## config.mk

```make
export PLATFORM = sky130hd
export DESIGN_NAME = alu_mc_flat
export DESIGN_NICKNAME = d
export VERILOG_FILES = /design/src/rtl/alu_pkg.sv /design/src/rtl/alu_mc_if.sv /design/src/rtl/alu_mc_iter.sv /design/src/rtl/alu_mc.sv /design/src/flat_wrapper.sv
export SDC_FILE = /design/constraint.sdc
export NUM_CORES = 1
export LEC_CHECK = 0
export CAP_MARGIN = 5
export CORE_UTILIZATION = 56
export CTS_BUF_LIST = sky130_fd_sc_hd__clkbuf_4
export DETAILED_ROUTE_END_ITERATION = 16
export PLACE_DENSITY_LB_ADDON = 0.2
export SLEW_MARGIN = 5
export SYNTH_ARGS = -nofsm -noshare
export SYNTH_HDL_FRONTEND = slang
export SYNTH_SLANG_ARGS = --single-unit
```

## constraint.sdc

```tcl
create_clock -name clk_i -period 3.9 [get_ports clk_i]
set_clock_uncertainty 0.15 [all_clocks]
set_input_delay 0.39 -clock clk_i [delete_from_list [all_inputs] [get_ports clk_i]]
set_output_delay 0.39 -clock clk_i [all_outputs]
set_load 0.05 [all_outputs]
```

## src/rtl/alu_pkg.sv

```systemverilog
// Shared opcodes, FSM state type and opcode classification for the multi-cycle ALU.
// The ALU_MC_DIV_EN macro enables DIVU/REMU; without it those codes decode as unknown.
package alu_pkg;

    localparam logic [3:0] ALU_AND  = 4'b0000;
    localparam logic [3:0] ALU_OR   = 4'b0001;
    localparam logic [3:0] ALU_ADD  = 4'b0010;
    localparam logic [3:0] ALU_MUL  = 4'b0011;
    localparam logic [3:0] ALU_DIVU = 4'b0101;
    localparam logic [3:0] ALU_SUB  = 4'b0110;
    localparam logic [3:0] ALU_SLT  = 4'b0111;
    localparam logic [3:0] ALU_NOR  = 4'b1100;
    localparam logic [3:0] ALU_REMU = 4'b1101;

    typedef enum logic [1:0] {
        IDLE = 2'd0,
        BUSY = 2'd1,
        DONE = 2'd2
    } state_t;

    // Opcodes that go through the iterative datapath instead of completing in one cycle
    function automatic logic is_multicycle(input logic [3:0] op);
`ifdef ALU_MC_DIV_EN
        return (op == ALU_MUL) || (op == ALU_DIVU) || (op == ALU_REMU);
`else
        return (op == ALU_MUL);
`endif
    endfunction

endpackage

```

## src/rtl/alu_mc_if.sv

```systemverilog
// Request/response bus of the multi-cycle ALU; slave is the ALU, master is the EX-stage driver.
interface alu_mc_if #(parameter int WIDTH = 32);

    logic             valid_i;
    logic             ready_o;
    logic [WIDTH-1:0] src1_i;
    logic [WIDTH-1:0] src2_i;
    logic [3:0]       ctrl_i;
    logic             valid_o;
    logic             ready_i;
    logic [WIDTH-1:0] result_o;
    logic             zero_o;
    logic             ovf_o;

    modport slave (
        input  valid_i, src1_i, src2_i, ctrl_i, ready_i,
        output ready_o, valid_o, result_o, zero_o, ovf_o
    );

    modport master (
        output valid_i, src1_i, src2_i, ctrl_i, ready_i,
        input  ready_o, valid_o, result_o, zero_o, ovf_o
    );

endinterface

```

## src/rtl/alu_mc_iter.sv

```systemverilog
// Iterative datapath: shift-add multiplier and (with ALU_MC_DIV_EN) restoring divider.
// result presents the value after the current step so the top can capture it on the done step.
module alu_mc_iter
    import alu_pkg::*;
#(
    parameter int WIDTH = 32
) (
    input  logic             clk,
    input  logic             rst,
    input  logic             start,
    input  logic             step,
`ifdef ALU_MC_DIV_EN
    input  logic [3:0]       ctrl,
`endif
    input  logic [WIDTH-1:0] a,
    input  logic [WIDTH-1:0] b,
    output logic             done,
    output logic [WIDTH-1:0] result
);

    localparam int CW = $clog2(WIDTH) + 1;

    logic [CW-1:0]    cnt;
    logic [WIDTH-1:0] acc;
    logic [WIDTH-1:0] mcand;
    logic [WIDTH-1:0] mplier;
    logic [WIDTH-1:0] acc_next;

    assign done     = step && (cnt == CW'(WIDTH - 1));
    assign acc_next = mplier[0] ? (acc + mcand) : acc;

    always_ff @(posedge clk or posedge rst) begin
        if (rst) begin
            cnt    <= '0;
            acc    <= '0;
            mcand  <= '0;
            mplier <= '0;
        end else if (start) begin
            cnt    <= '0;
            acc    <= '0;
            mcand  <= a;
            mplier <= b;
        end else if (step) begin
            cnt    <= cnt + CW'(1);
            acc    <= acc_next;
            mcand  <= mcand << 1;
            mplier <= mplier >> 1;
        end
    end

`ifdef ALU_MC_DIV_EN
    logic [WIDTH-1:0] rem;
    logic [WIDTH-1:0] quo;
    logic [WIDTH-1:0] dvsr;
    logic             sel_div;
    logic             sel_rem;
    logic [WIDTH:0]   r_sh;
    logic [WIDTH:0]   trial;
    logic [WIDTH-1:0] rem_next;
    logic [WIDTH-1:0] quo_next;

    // A zero divisor never fails the trial, giving all-ones quotient and remainder == dividend
    always_comb begin
        r_sh  = {rem, quo[WIDTH-1]};
        trial = r_sh - {1'b0, dvsr};
        if (!trial[WIDTH]) begin
            rem_next = trial[WIDTH-1:0];
            quo_next = {quo[WIDTH-2:0], 1'b1};
        end else begin
            rem_next = r_sh[WIDTH-1:0];
            quo_next = {quo[WIDTH-2:0], 1'b0};
        end
    end

    always_ff @(posedge clk or posedge rst) begin
        if (rst) begin
            rem     <= '0;
            quo     <= '0;
            dvsr    <= '0;
            sel_div <= 1'b0;
            sel_rem <= 1'b0;
        end else if (start) begin
            rem     <= '0;
            quo     <= a;
            dvsr    <= b;
            sel_div <= (ctrl == ALU_DIVU);
            sel_rem <= (ctrl == ALU_REMU);
        end else if (step) begin
            rem     <= rem_next;
            quo     <= quo_next;
        end
    end

    always_comb begin
        result = acc_next;
        if (sel_rem) begin
            result = rem_next;
        end else if (sel_div) begin
            result = quo_next;
        end
    end
`else
    assign result = acc_next;
`endif

endmodule

```

## src/rtl/alu_mc.sv

```systemverilog
// Multi-cycle ALU top: valid/ready FSM, single-cycle logic/arith ops and registered flags.
// Define ALU_MC_DIV_EN to include the DIVU/REMU divider.
module alu_mc
    import alu_pkg::*;
#(
    parameter int WIDTH = 32
) (
    input  logic      clk_i,
    input  logic      rst_i,
    alu_mc_if.slave   bus
);

    state_t           state;
    state_t           next_state;
    logic             accept;
    logic             multi;
    logic             start;
    logic             step;
    logic             iter_done;
    logic [WIDTH-1:0] iter_result;
    logic [WIDTH-1:0] sum;
    logic [WIDTH-1:0] diff;
    logic [WIDTH-1:0] single_res;
    logic             single_ovf;
    logic [WIDTH-1:0] result_q;
    logic             zero_q;
    logic             ovf_q;

    assign accept = (state == IDLE) && bus.valid_i;
    assign multi  = is_multicycle(bus.ctrl_i);

    always_comb begin
        sum        = bus.src1_i + bus.src2_i;
        diff       = bus.src1_i - bus.src2_i;
        single_res = '0;
        single_ovf = 1'b0;
        case (bus.ctrl_i)
            ALU_AND: single_res = bus.src1_i & bus.src2_i;
            ALU_OR:  single_res = bus.src1_i | bus.src2_i;
            ALU_NOR: single_res = ~(bus.src1_i | bus.src2_i);
            ALU_ADD: begin
                single_res = sum;
                single_ovf = (bus.src1_i[WIDTH-1] == bus.src2_i[WIDTH-1]) &&
                             (sum[WIDTH-1] != bus.src1_i[WIDTH-1]);
            end
            ALU_SUB: begin
                single_res = diff;
                single_ovf = (bus.src1_i[WIDTH-1] != bus.src2_i[WIDTH-1]) &&
                             (diff[WIDTH-1] != bus.src1_i[WIDTH-1]);
            end
            ALU_SLT: single_res = {{(WIDTH-1){1'b0}},
                                   ($signed(bus.src1_i) < $signed(bus.src2_i))};
            default: single_res = '0;
        endcase
    end

    always_ff @(posedge clk_i or posedge rst_i) begin
        if (rst_i) begin
            state <= IDLE;
        end else begin
            state <= next_state;
        end
    end

    always_comb begin
        next_state  = state;
        start       = 1'b0;
        step        = 1'b0;
        bus.ready_o = 1'b0;
        bus.valid_o = 1'b0;
        case (state)
            IDLE: begin
                bus.ready_o = 1'b1;
                if (bus.valid_i) begin
                    start      = multi;
                    next_state = multi ? BUSY : DONE;
                end
            end
            BUSY: begin
                step = 1'b1;
                if (iter_done) begin
                    next_state = DONE;
                end
            end
            DONE: begin
                bus.valid_o = 1'b1;
                if (bus.ready_i) begin
                    next_state = IDLE;
                end
            end
            default: next_state = IDLE;
        endcase
    end

    // Output registers only change on a single-cycle accept or the final iterative step
    always_ff @(posedge clk_i or posedge rst_i) begin
        if (rst_i) begin
            result_q <= '0;
            zero_q   <= 1'b1;
            ovf_q    <= 1'b0;
        end else if (accept && !multi) begin
            result_q <= single_res;
            zero_q   <= (single_res == '0);
            ovf_q    <= single_ovf;
        end else if (iter_done) begin
            result_q <= iter_result;
            zero_q   <= (iter_result == '0);
            ovf_q    <= 1'b0;
        end
    end

    assign bus.result_o = result_q;
    assign bus.zero_o   = zero_q;
    assign bus.ovf_o    = ovf_q;

    alu_mc_iter #(.WIDTH(WIDTH)) u_iter (
        .clk    (clk_i),
        .rst    (rst_i),
        .start  (start),
        .step   (step),
`ifdef ALU_MC_DIV_EN
        .ctrl   (bus.ctrl_i),
`endif
        .a      (bus.src1_i),
        .b      (bus.src2_i),
        .done   (iter_done),
        .result (iter_result)
    );

endmodule

```

## src/flat_wrapper.sv

```systemverilog
// flat-port wrapper written by rule: the top's interface ports become plain ports
module alu_mc_flat import alu_pkg::*;
#(
    parameter int WIDTH = 32
)
  (clk_i, rst_i, bus_valid_i, bus_src1_i, bus_src2_i, bus_ctrl_i, bus_ready_i, bus_ready_o, bus_valid_o, bus_result_o, bus_zero_o, bus_ovf_o);
  alu_mc_if #(.WIDTH(WIDTH)) bus_i ();
  input  logic clk_i;
  input  logic rst_i;
  input wire logic [$bits(bus_i.valid_i)-1:0] bus_valid_i;
  input wire logic [$bits(bus_i.src1_i)-1:0] bus_src1_i;
  input wire logic [$bits(bus_i.src2_i)-1:0] bus_src2_i;
  input wire logic [$bits(bus_i.ctrl_i)-1:0] bus_ctrl_i;
  input wire logic [$bits(bus_i.ready_i)-1:0] bus_ready_i;
  output wire logic [$bits(bus_i.ready_o)-1:0] bus_ready_o;
  output wire logic [$bits(bus_i.valid_o)-1:0] bus_valid_o;
  output wire logic [$bits(bus_i.result_o)-1:0] bus_result_o;
  output wire logic [$bits(bus_i.zero_o)-1:0] bus_zero_o;
  output wire logic [$bits(bus_i.ovf_o)-1:0] bus_ovf_o;
  assign bus_i.valid_i = bus_valid_i;
  assign bus_i.src1_i = bus_src1_i;
  assign bus_i.src2_i = bus_src2_i;
  assign bus_i.ctrl_i = bus_ctrl_i;
  assign bus_i.ready_i = bus_ready_i;
  assign bus_ready_o = bus_i.ready_o;
  assign bus_valid_o = bus_i.valid_o;
  assign bus_result_o = bus_i.result_o;
  assign bus_zero_o = bus_i.zero_o;
  assign bus_ovf_o = bus_i.ovf_o;
  alu_mc #(.WIDTH(WIDTH)) u_core (.clk_i(clk_i), .rst_i(rst_i), .bus(bus_i));
endmodule
```

Word level (Yosys, flattened, before mapping)
Index checks and enable logic that the tools add are counted.

operators by class
  add/subtract/negate cells = 4
  reduce and logical (&&, ||, !) cells = 13
  equal/unequal tests = 16
  bitwise logic cells = 3
  mux-type cells = 27
  $lt $le $gt $ge = 1

operator list
  kind                                                             count
  32-bit two-way mux                                               9
  32-bit one-hot mux with 6 select lines                           1
  32-bit adder                                                     2
  32-bit zero test                                                 2
  32-bit bitwise AND                                               1
  32-bit less-than comparator                                      1
  32-bit inverter                                                  1
  32-bit bitwise OR                                                1
  32-bit subtractor                                                1
  6-bit two-way mux                                                2
  1-bit two-way mux                                                9
  4-bit by 2-bit == test with 1-bit output, second input constant  2
  4-bit by 3-bit == test with 1-bit output, second input constant  2
  2-bit two-way mux                                                4
  6-bit by 1-bit adder with 6-bit output, second input constant    1
  6-bit by 5-bit == test with 1-bit output, second input constant  1
  2-bit one-hot mux with 3 select lines                            1
  1-bit logical AND                                                5
  4-bit by 1-bit == test with 1-bit output, second input constant  1
  4-bit == test, second input constant                             1
  4-bit zero test                                                  1
  2-bit != test, second input constant                             2
  2-bit nonzero test                                               2
  1-bit != test                                                    3
  8 further kinds                                                  8

storage, ports and cells
  logic and storage cells = 72
  flip-flop bits (word level) = 138
  input port bits = 72
  output and inout port bits = 36

Longest topological paths before layout
Gate-level depths: netlist (run 1).

  word-level depth = 5
  gate-level depth with buffers = 16
  gate-level depth less buffers = 16

Modules after synthesis
From an unflattened synthesis (run 1), not the netlist that was laid out.

unflattened totals
  cells, all modules = 1,709
  area total of the unflattened synthesis = 13,797.0 µm²

modules (own cells, without submodules)
  module       sequential area each (µm²)  cells an instance  area an instance (µm²)  times used
  alu_mc       902.1                       1,012              7,362.1                 1
  alu_mc_iter  2,552.4                     697                6,434.9                 1

Worst setup path after synthesis (run 1)
No wires, ideal clock.

  path type = in2reg
  start = input port bus_src1_i[0]
  end = register u_core.zero_q (netlist: u_core.bus.zero_o)
  path slack = 0.346 ns
  data arrival time = 3.329 ns
  stages on the path = 16
  setup time = 0.075 ns
  data required time = 3.675 ns
  buffers on the path = 0
  cell sequence = inv_1 ha_1 inv_1 fa_1 nor2b_1 o311a_1 o21a_1 a311oi_2 o221ai_1 a211oi_1 nor2_1 a2111oi_2 nand4_1 nor4b_2 nand3_1 o211ai_2

between the ends
  cells in the longest elaborated chain, start to end = 5
  elaborated cells between the ends (all ways) = 9
  those cells by class = add/sub (2); order compare (1); mux (2); bitwise (3); reduce/logical (1)

RTL lines
  item                                                       RTL line            RTL
  start, declared                                            flat_wrapper.sv:11  input wire logic [$bits(bus_i.src1_i)-1:0] bus_src1_i;
  branches (longest 2 deep; another with 32-bit subtractor)  n/a
  32-bit one-hot mux with 6 select lines (*)                 alu_mc.sv:37        case (bus.ctrl_i)
  32-bit zero test (*)                                       alu_mc.sv:103       zero_q <= (single_res == '0);
  1-bit two-way mux (*)                                      alu_mc.sv:101       end else if (accept && !multi) begin
  end signal, assigned                                       alu_mc.sv:103
  end signal, assigned                                       alu_mc.sv:107       zero_q <= (iter_result == '0);
  end, declared                                              alu_mc.sv:26        logic zero_q;

Every way passes the cells marked *.
A chain may end at the register's enable or synchronous reset.

Worst setup path after layout (run 1)
  start = input port bus_src2_i[1]
  end = register u_core.zero_q (netlist: u_core.bus.zero_o)

between the ends
  cells in the longest elaborated chain, start to end = 5
  elaborated cells between the ends (all ways) = 9
  those cells by class = add/sub (2); order compare (1); mux (2); bitwise (3); reduce/logical (1)

RTL lines
  item                                                       RTL line            RTL
  start, declared                                            flat_wrapper.sv:12  input wire logic [$bits(bus_i.src2_i)-1:0] bus_src2_i;
  branches (longest 2 deep; another with 32-bit subtractor)  n/a
  32-bit one-hot mux with 6 select lines (*)                 alu_mc.sv:37
  32-bit zero test (*)                                       alu_mc.sv:103
  1-bit two-way mux (*)                                      alu_mc.sv:101

Marked as above.

==> summary.txt, run 1 <==
STA
  – Tightest Pin Transition: 1.16 ns
  – Setup ws final: -0.0759 ns
  – Setup TNS: -0.0759 ns
  – Number of setup violations in the final report: 1
  – Max-slew violations: 0
  – Max-slew headroom: 0.222
  – Hold Violations, Final: 0
  – Max Clk Rate: 252 MHz
  – Unrepaired setup endpoints after global routing: true
  – Final period util: 1.02
  – Min cycle time layout: 3.98 ns

Yosys
  – Most frequent cells after synthesis: nand2_1 (266), dfrtp_1 (137), nor2_1 (134), ha_1 (131), a21oi_1 (126)
  – Count leader, synth: nand2_1
  – Synthesized Nets: 1,925
  – Synth area leaders: dfrtp_1 (26%), ha_1 (12%), nand2_1 (7.5%)
  – Top-area cell type share of the netlist area: 0.256
  – Synthesis-stage register bit count: 138
  – Synthesis Warnings: 0
  – Main synth FF type: dfrtp_1
  – Seq/Total Area, Yosys: 0.258
  – EDFF count, synth: 0
  – Synthesized area: 0.0134 mm²
  – Post-Synthesis Cells: 1,719
  – Post-synthesis average cell area: 7.79 µm²
  – Library cells used by synthesis: 94
  – Area leader, netlist: dfrtp_1
  – Post-synthesis async set-or-reset flop share: 1.00

Finish
  – Area growth from synthesis to layout: 30.7%
  – Storage element area: 0.00345 mm²
  – Post-route cell area: 0.0175 mm²
  – Final core occ: 0.746
  – Footprint of the multi-input gates: 0.00937 mm²
  – Layout cells sized above 1: 0.211
  – FILL cells: 1,721
  – Nets: 2,275
  – Final non-filler cell total: 2,402

Clock network
  – Clock Latency Late Sink: 0.62 ns
  – CTS Hold Bufs: 0
  – Clk sinks: 138
  – H-tree depth: 4
  – CTS tree: done
  – CTS buffer count: 17
  – Clock Tree Root: clkbuf_4
  – Max Buffers Root-to-Sink: 2
  – Clock slew at reported path FFs: 0.14 ns

Routing
  – 1st-iter DRT viols: 1,896
  – DRC Markers: 0
  – Wire per inst: 21.5 µm
  – Final ANT Viol Nets: 0
  – Via count: 15,452
  – DR pass1 iterations: 6
  – Final WL: 51.6 mm
  – Post-DR vias/cell: 6.43

GRT
  – Initial antenna violation count: 1
  – Global-route wire length before repair: 79.2 mm
  – Largest net degree at the start of global routing: 139
  – Total gr overflow: 0
  – GRT Overall Usage: 0.422
  – Vias in the first global route: 14,589

Placed design
  – Input/output buffers: 107
  – Placed Cells: 2,359
  – Placed Area: 0.0169 mm²
  – Post-DP HPWL: 39.4 mm
  – Routability cong.: 0.990

Run
  – Max Cap Viol: 0

Worst setup path
  – WS Path Type: primary input to register
  – CP max FO: 5
  – Worst setup EP type: register
  – Crit path launch type: primary input
  – CP arrival: 4.35 ns
  – CP required: 4.28 ns

Floorplan
  – Die Footprint: 0.0245 mm²
  – Core area: 0.0235 mm²
  – Die height: 157 µm
  – Chip width: 157 µm
  – IO Pins: 108
  – Starting Density: 0.571
  – Rows: 56

Outcome
  – Failing checks: setup timing
  – Run status: finished with violations

Pwr
  – Leak: 8.42 nW
  – VDD IR max: 373 µV
  – PD cells: 502 mW/mm²
  – Total power: 0.00879 W

Min path
  – Worst Hold Class: primary input to register
==> state kept, by name, summed over array words and instances (netlist names) <==
name                  cells
u_core.u_iter.mcand      32
u_core.u_iter.mplier     32
u_core.bus.zero_o         1
u_core.state              2
u_core.u_iter.cnt         6
u_core.u_iter.acc        32
u_core.bus.result_o      32
u_core.bus.ovf_o          1
==> metal layers <==
metal / vias to the layer above / share of wire / track usage
li1: 7039 / - / -
met1: 7343 / 0.41 / 0.557
met2: 907 / 0.45 / 0.663
met3: 163 / 0.10 / 0.0942
met4: 0 / 0.041 / 0.177
met5: - / 0 / 0
==> per-stage QoR <==
step           hold WS, ns  setup WS [ns]
3_5_place_dp         0.316         -0.646
3_3_place_gp         0.308         -0.545
2_1_floorplan        0.296          0.346
6_report            0.0357        -0.0759
5_1_grt             0.0412         -0.163
4_1_cts              0.258        0.00729
==> cell usage in the layout, fill, tap and decap left out, types with 11 or more instances in the layout <==
| master | n |
|---|---|
| nor4_1 | 14 |
| and3_1 | 15 |
| a211oi_1 | 21 |
| o211ai_1 | 24 |
| o22ai_1 | 36 |
| o21bai_1 | 13 |
| a22oi_1 | 88 |
| o21a_1 | 11 |
| o21ai_0 | 62 |
| ha_1 | 127 |
| mux2i_1 | 19 |
| and2_1 | 12 |
| o221ai_1 | 21 |
| a21o_1 | 28 |
| nor2b_1 | 20 |
| a31oi_1 | 13 |
| clkdlybuf4s50_1 | 102 |
| inv_1 | 97 |
| nor2_1 | 132 |
| nor3_1 | 25 |
| a221o_1 | 23 |
| buf_4 | 328 |
| a21oi_1 | 122 |
| nand2b_1 | 12 |
| xor2_1 | 11 |
| dfrtp_1 | 137 |
| nand3_1 | 33 |
| clkbuf_4 | 17 |
| nand4_1 | 15 |
| nand2_1 | 266 |
| xnor2_1 | 17 |
==> repair_timing <==
action | CTS | global route
setup endpoints to repair | 2 | 6
pin swaps | 1 | 28
hold endpoints to repair | 0 | 0
setup buffers | 1 | 9
gates resized for setup | 4 | 41
==> cell type report <==
| type | count | share of cell area |
|---|---|---|
| Multi-Input combinational cell | 1375 | 0.535 |
| Tap cell | 319 | 0.0228 |
| Clock buffer | 17 | 0.00729 |
| Inverter | 99 | 0.0214 |
| Clock inverter | 15 | 0.0104 |
| Timing Repair Buffer | 438 | 0.205 |
| Antenna cell | 1 | 0.000143 |
| Sequential cell | 138 | 0.197 |
==> worst paths after layout <==
kind                                           from                  endpoint  slack, ns  depth (start not counted)
hold reg to reg            u_core.u_iter.mplier[25]  u_core.u_iter.mplier[25]       0.35                          2
setup reg to reg               u_core.u_iter.acc[1]         u_core.bus.zero_o      -0.01                         13
min in group asynchronous                     rst_i      u_core.u_iter.acc[1]       0.19                          3
setup / recovery                      bus_src2_i[1]         u_core.bus.zero_o      -0.08                         16
max in group asynchronous                     rst_i  u_core.u_iter.mplier[28]       2.80                          3
hold / removal                        bus_src1_i[0]    u_core.u_iter.mcand[0]       0.04                          4
==> logic make-up after synthesis <==
group	after synthesis	share of synthesized area
and+or+nand+nor	593	0.202
buffers and inverters	206	0.0602
xor gates and xnor gates	28	0.0183
adders and majority gates	134	0.127
muxes	23	0.0176
AOI/OAI and AO/OA	597	0.317
DFF	138	0.258
==> power by group <==
part	switching (W)	leakage, nW	internal [W]	total (W)
Sequential	0.000521	1.77	0.00196	0.00248
Combinational	0.00301	6.49	0.00219	0.00520
Clock	0.000701	0.163	0.000408	0.00111
Total	0.00423	8.42	0.00456	0.00879
==> worst max-delay path, cell delays in order <==
cell and delay [ns]:
clkdlybuf4s50_1 0.51, inv_1 0.10, fa_2 0.39, nor2b_2 0.17
o311a_1 0.39, o21a_4 0.25, buf_4 0.15, a311oi_4 0.26
o32a_1 0.23, a22oi_1 0.09, a221o_1 0.31, nor4_1 0.34
nand4_1 0.23, nor4b_2 0.34, nand3_1 0.13, o211ai_2 0.07
No activity file was read; power rests on OpenSTA's default activity.
==> inputs of run 2 (changes only) <==
--- a/config.mk
+++ b/config.mk
@@ -6,10 +6,12 @@
 export NUM_CORES = 1
 export LEC_CHECK = 0
 export CAP_MARGIN = 5
-export CORE_UTILIZATION = 56
+export CORE_MARGIN = 5
+export CORE_UTILIZATION = 45
 export CTS_BUF_LIST = sky130_fd_sc_hd__clkbuf_4
 export DETAILED_ROUTE_END_ITERATION = 16
 export PLACE_DENSITY_LB_ADDON = 0.2
+export SETUP_SLACK_MARGIN = 0.5
 export SLEW_MARGIN = 5
 export SYNTH_ARGS = -nofsm -noshare
 export SYNTH_HDL_FRONTEND = slang
==> summary.txt, run 2 (synthesis results as in run 1) <==
Outcome
  – Run status: finished clean

Worst setup path
  – Crit path launch type: primary input
  – WS Path Type: primary input to register
  – Slowest stage delay, CP: 0.43 ns
  – CP required: 4.34 ns
  – Worst setup EP type: register
  – Most used cell, CP: buf_4
  – Crit-path leading delay family: compound AO/OA/AOI/OAI gates
  – Critical Path Stages: 16
  – Cells on worst reg2reg path: 13
  – Worst path slowest cell: clkdlybuf4s50_1
  – CP arrival: 4.14 ns
  – CP Buf/Inv Count: 3
  – CP Cell Sequence: clkdlybuf4s50_1, buf_4, ha_1, a21o_4, a21oi_4, a211oi_4, o41a_1, a221o_1, a222oi_1, buf_4, o211ai_1, a2111oi_2, nand4_1, nor4b_4, nand3_1, o211ai_2
  – CP max FO: 3

Routing
  – DRC Markers: 0
  – Wire per inst: 21.4 µm
  – Final WL: 53.6 mm
  – 1st-iter DRT viols: 1,327
  – Post-DR vias/cell: 6.01
  – Via count: 15,007
  – Final ANT Viol Nets: 0
  – DR pass1 iterations: 6

Finish
  – Final non-filler cell total: 2,498
  – Area growth from synthesis to layout: 35.9%
  – Nets: 2,300
  – Storage element area: 0.00346 mm²
  – Commonest non-fill, non-tap cell in the layout: buf_4
  – Footprint of the multi-input gates: 0.00975 mm²
  – Most frequent cells in the layout: buf_4 (347), nand2_1 (266), dfrtp_1 (136), nor2_1 (131), a21oi_1 (119)
  – Final core occ: 0.617
  – Layout cells sized above 1: 0.248
  – FILL cells: 2,682

Placed design
  – Placed Cells: 2,424
  – Routability cong.: 0.991
  – Post-DP HPWL: 41.2 mm
  – Place WS: -0.678 ns
  – Input/output buffers: 107

STA
  – Hold Violations, Final: 0
  – Unrepaired setup endpoints after global routing: true
  – Min cycle time layout: 3.71 ns
  – Setup ws final: 0.195 ns
  – Max-slew headroom: 0.409
  – Number of setup violations in the final report: 0
  – Max-slew violations: 0
  – Final period util: 0.950
  – Max Clk Rate: 270 MHz
  – Tightest Pin Transition: 0.886 ns

GRT
  – GRT Overall Usage: 0.307
  – Grt met1 use: 0.437
  – Routing usage on met3: 0.0490
  – Initial antenna violation count: 1
  – Met2 Use GR: 0.485
  – Vias in the first global route: 14,236
  – Grt peak-use layer: met2
  – Largest net degree at the start of global routing: 139
  – Global-route wire length before repair: 81.0 mm
  – Total gr overflow: 0

Clock network
  – CTS buffer count: 17
  – Clock slew at reported path FFs: 0.17 ns
  – Clock Latency Late Sink: 0.64 ns
  – Clock Tree Root: clkbuf_4
  – Clk sinks: 138
  – Max Buffers Root-to-Sink: 2
  – H-tree depth: 4
  – CTS tree: done

Floorplan
  – Chip width: 183 µm
  – IO Pins: 108
  – Die Footprint: 0.0333 mm²
  – Rows: 63
  – Starting Density: 0.454
  – Core area: 0.0295 mm²
  – Die height: 183 µm

Pwr
  – Leak: 8.61 nW
  – PD cells: 499 mW/mm²
  – VDD IR max: 228 µV

Run
  – Max Cap Viol: 0

Min path
  – Worst Hold Class: primary input to register
  – Hold depth: 4
-- run 2: changes by cell type in the layout (fill, tap and decap cells not counted), sizes merged --
cell / change
dlygate4sd3: +4
bufinv: -2
clkinvlp: -2
clkinv: +6
clkdlybuf4s50: -3
buf: +21
dlymetal6s2s: +3
inv: -2
-- run 2: repair_timing --
action | 4_1_cts | 5_1_grt
hold buffers | 0 | 4
setup buffers | 10 | 27
gates resized for setup | 45 | 77
pin swaps | 14 | 41
endpoints found under the setup margin | 11 | 17
hold endpoints to repair | 0 | 4
-- run 2: final timing paths --
path / to / slack (ns) / startpoint
min reg2reg: u_core.u_iter.mplier[12] / 0.35 / u_core.u_iter.mplier[12]
max: u_core.bus.zero_o / 0.19 / bus_src1_i[3]
max reg2reg: u_core.bus.zero_o / 0.25 / u_core.u_iter.acc[1]
min: u_core.u_iter.mplier[1] / 0.01 / bus_src2_i[1]
min in group asynchronous: u_core.bus.result_o[2] / 0.12 / rst_i
max in group asynchronous: u_core.u_iter.mcand[10] / 2.81 / rst_i
-- run 2: routing by layer --
layer / share of wire / routed length [µm]
met1: 0.46 / 24600
met2: 0.45 / 24200
met3: 0.062 / 3300
met4: 0.029 / 1550
met5: 0 / 0
-- run 2: final cells by class --
class / instances / area share
diodes: 1 / 0.000137
clock buffers: 17 / 0.00701
clock inverters: 15 / 0.0107
inverters: 99 / 0.0206
multi-input cells: 1375 / 0.535
flip-flops and latches: 138 / 0.190
well taps: 390 / 0.0268
repair buffers: 463 / 0.209
-- run 2: metrics by stage --
step	total power [W]	hold slack [ns]	TNS (ns)	instance area (µm²)
after floorplan	0.00553	0.296	0	13400
after global placement	0.00724	0.309	-3.80	17000
after detailed placement	0.00734	0.314	-4.01	17000
after CTS	0.00860	0.161	0	17600
after global routing	0.00966	-0.00990	0	18200
final	0.00908	0.0124	0	18200
-- run 2: worst min-delay path, cell delays in order --
cell	delay [ns]
dlymetal6s2s_1	0.11
buf_4	0.12
a22oi_1	0.08
nand2_1	0.07
-- run 2: where the power goes --
part	switching (W)	leakage [nW]	internal (W)
logic	0.00306	6.68	0.00244
registers	0.000544	1.77	0.00196
clock network	0.000768	0.168	0.000310
total	0.00437	8.61	0.00471
==> inputs of run 3 (changes only) <==
--- a/config.mk
+++ b/config.mk
@@ -7,10 +7,11 @@
 export LEC_CHECK = 0
 export CAP_MARGIN = 5
 export CORE_MARGIN = 5
-export CORE_UTILIZATION = 45
+export CORE_UTILIZATION = 40
 export CTS_BUF_LIST = sky130_fd_sc_hd__clkbuf_4
 export DETAILED_ROUTE_END_ITERATION = 16
-export PLACE_DENSITY_LB_ADDON = 0.2
+export GPL_ROUTABILITY_DRIVEN = 0
+export PLACE_DENSITY_LB_ADDON = 0.3
 export SETUP_SLACK_MARGIN = 0.5
 export SLEW_MARGIN = 5
 export SYNTH_ARGS = -nofsm -noshare
==> summary.txt, run 3 (synthesis results as in run 1) <==
Floorplan
  – Rows: 67
  – Core area: 0.0333 mm²
  – Die height: 193 µm
  – Die Footprint: 0.0373 mm²
  – Chip width: 193 µm
  – IO Pins: 108
  – Starting Density: 0.403

Worst setup path
  – WS Path Type: register to register
  – CP max FO: 5
  – CP required: 4.35 ns
  – R2r setup slk: 0.19 ns
  – RR Endpoint: u_core.bus.zero_o
  – Crit path launch type: register
  – CP arrival: 4.16 ns
  – Worst setup EP type: register
  – Cells on worst reg2reg path: 13
  – FF-to-FF Start: u_core.u_iter.acc[1]

Min path
  – Worst Hold Path EP: u_core.u_iter.mplier[5]
  – Worst Hold Launch: bus_src2_i[5]
  – Worst Hold Class: primary input to register
  – Hold depth: 4

Finish
  – Area growth from synthesis to layout: 33.2%
  – FILL cells: 3,134
  – Nets: 2,261
  – Layout cells sized above 1: 0.222
  – Final non-filler cell total: 2,519
  – Most frequent cells in the layout: buf_4 (308), nand2_1 (266), dfrtp_1 (137), nor2_1 (131)
  – Commonest non-fill, non-tap cell in the layout: buf_4
  – Storage element area: 0.00345 mm²
  – Footprint of the multi-input gates: 0.00961 mm²

GRT
  – Total gr overflow: 0
  – Global-route wire length before repair: 77.1 mm
  – Initial antenna violation count: 1
  – Met2 Use GR: 0.416
  – Vias in the first global route: 14,249
  – Routing usage on met3: 0.0475
  – GRT Overall Usage: 0.261
  – Grt peak-use layer: met2
  – Grt met1 use: 0.363
  – Largest net degree at the start of global routing: 75

Clock network
  – Max Buffers Root-to-Sink: 2
  – H-tree depth: 4
  – Clock Latency Late Sink: 0.66 ns
  – CTS buffer count: 17
  – Clk sinks: 138
  – CTS tree: done
  – Clock slew at reported path FFs: 0.15 ns
  – Clock Tree Root: clkbuf_4

Placed design
  – Input/output buffers: 107
  – Place WS: -0.506 ns
  – Post-DP HPWL: 38.1 mm
  – Placed Cells: 2,457

STA
  – Max-slew violations: 0
  – Tightest Pin Transition: 0.913 ns
  – Setup TNS: 0 ns
  – Unrepaired setup endpoints after global routing: true
  – Setup ws final: 0.188 ns
  – Final period util: 0.952
  – Max Clk Rate: 269 MHz
  – Worst hold margin: 0.00669 ns
  – Hold Violations, Final: 0
  – Min cycle time layout: 3.71 ns
  – Max-slew headroom: 0.390
  – Number of setup violations in the final report: 0

Run
  – Max Cap Viol: 0

Pwr
  – Total power: 0.00884 W
  – PD cells: 495 mW/mm²
  – VDD IR max: 250 µV
  – Leak: 8.42 nW

Routing
  – 1st-iter DRT viols: 1,563
  – Wire per inst: 20.0 µm
  – DRC Markers: 0
  – Post-DR vias/cell: 5.96
  – Final ANT Viol Nets: 0
  – Via count: 15,012
  – DR pass1 iterations: 6
  – Final WL: 50.5 mm

Outcome
  – Run status: finished clean
-- run 3: layout make-up --
type                            instances  share of cell area
Inverter                               99              0.0210
Clock buffer                           19             0.00799
Sequential cell                       138               0.194
Clock inverter                         13             0.00946
Timing Repair Buffer                  424               0.198
Multi-Input combinational cell       1375               0.538
Antenna cell                            3            0.000421
Tap cell                              448              0.0314
-- run 3: power breakdown --
| group | switching, W | leakage, nW | internal [W] |
|---|---|---|---|
| Combinational | 0.00296 | 6.48 | 0.00228 |
| Sequential | 0.000503 | 1.77 | 0.00196 |
| Clock | 0.000660 | 0.169 | 0.000466 |
-- run 3: timing repair --
action | 4_1_cts | 5_1_grt
resized for setup | 27 | 66
pin swaps | 13 | 19
cloned | 0 | 0
endpoints found under the hold margin | 0 | 4
endpoints found under the setup margin | 10 | 18
hold buffers | 0 | 4
buffers inserted | 7 | 16
-- run 3: routing by layer --
layer  vias up  part of all wire
met3       103             0.082
li1       7023                 -
met5         -                 0
met1      7201              0.43
met2       685              0.46
met4         0             0.027
-- run 3: worst max path at each step --
| stage | startpoint | end | slack, ns | cells past startpoint |
|---|---|---|---|---|
| after global routing | u_core.u_iter.mcand[0] | u_core.bus.zero_o | 0.004 | 14 |
| after detailed placement | bus_src2_i[0] | u_core.bus.zero_o | -0.51 | 17 |
| after CTS | u_core.u_iter.acc[1] | u_core.bus.zero_o | 0.14 | 13 |
| after floorplan | bus_src1_i[0] | u_core.bus.zero_o | 0.46 | 16 |
| after global placement | bus_src2_i[0] | u_core.bus.zero_o | -0.42 | 17 |
| final | u_core.u_iter.acc[1] | u_core.bus.zero_o | 0.19 | 13 |
-- run 3: stage by stage --
stage / instance area (µm²) / util
after floorplan: 13400 / -
after global placement: 16900 / 0.507
after detailed placement: 16900 / 0.507
after CTS: 17400 / 0.522
after global routing: 17800 / 0.536
final: 17800 / 0.536
-- run 3: worst max-delay path, cell delays in order, from the launching register on --
cell	delay (ns)
dfrtp_1	0.47
ha_1	0.37
a211oi_4	0.30
o21bai_1	0.12
a21oi_1	0.22
nor2b_1	0.09
o2111a_1	0.23
or3_1	0.43
a211oi_1	0.27
and4_1	0.29
nand4_1	0.14
nor4_2	0.21
nand4_1	0.20
o211ai_2	0.18
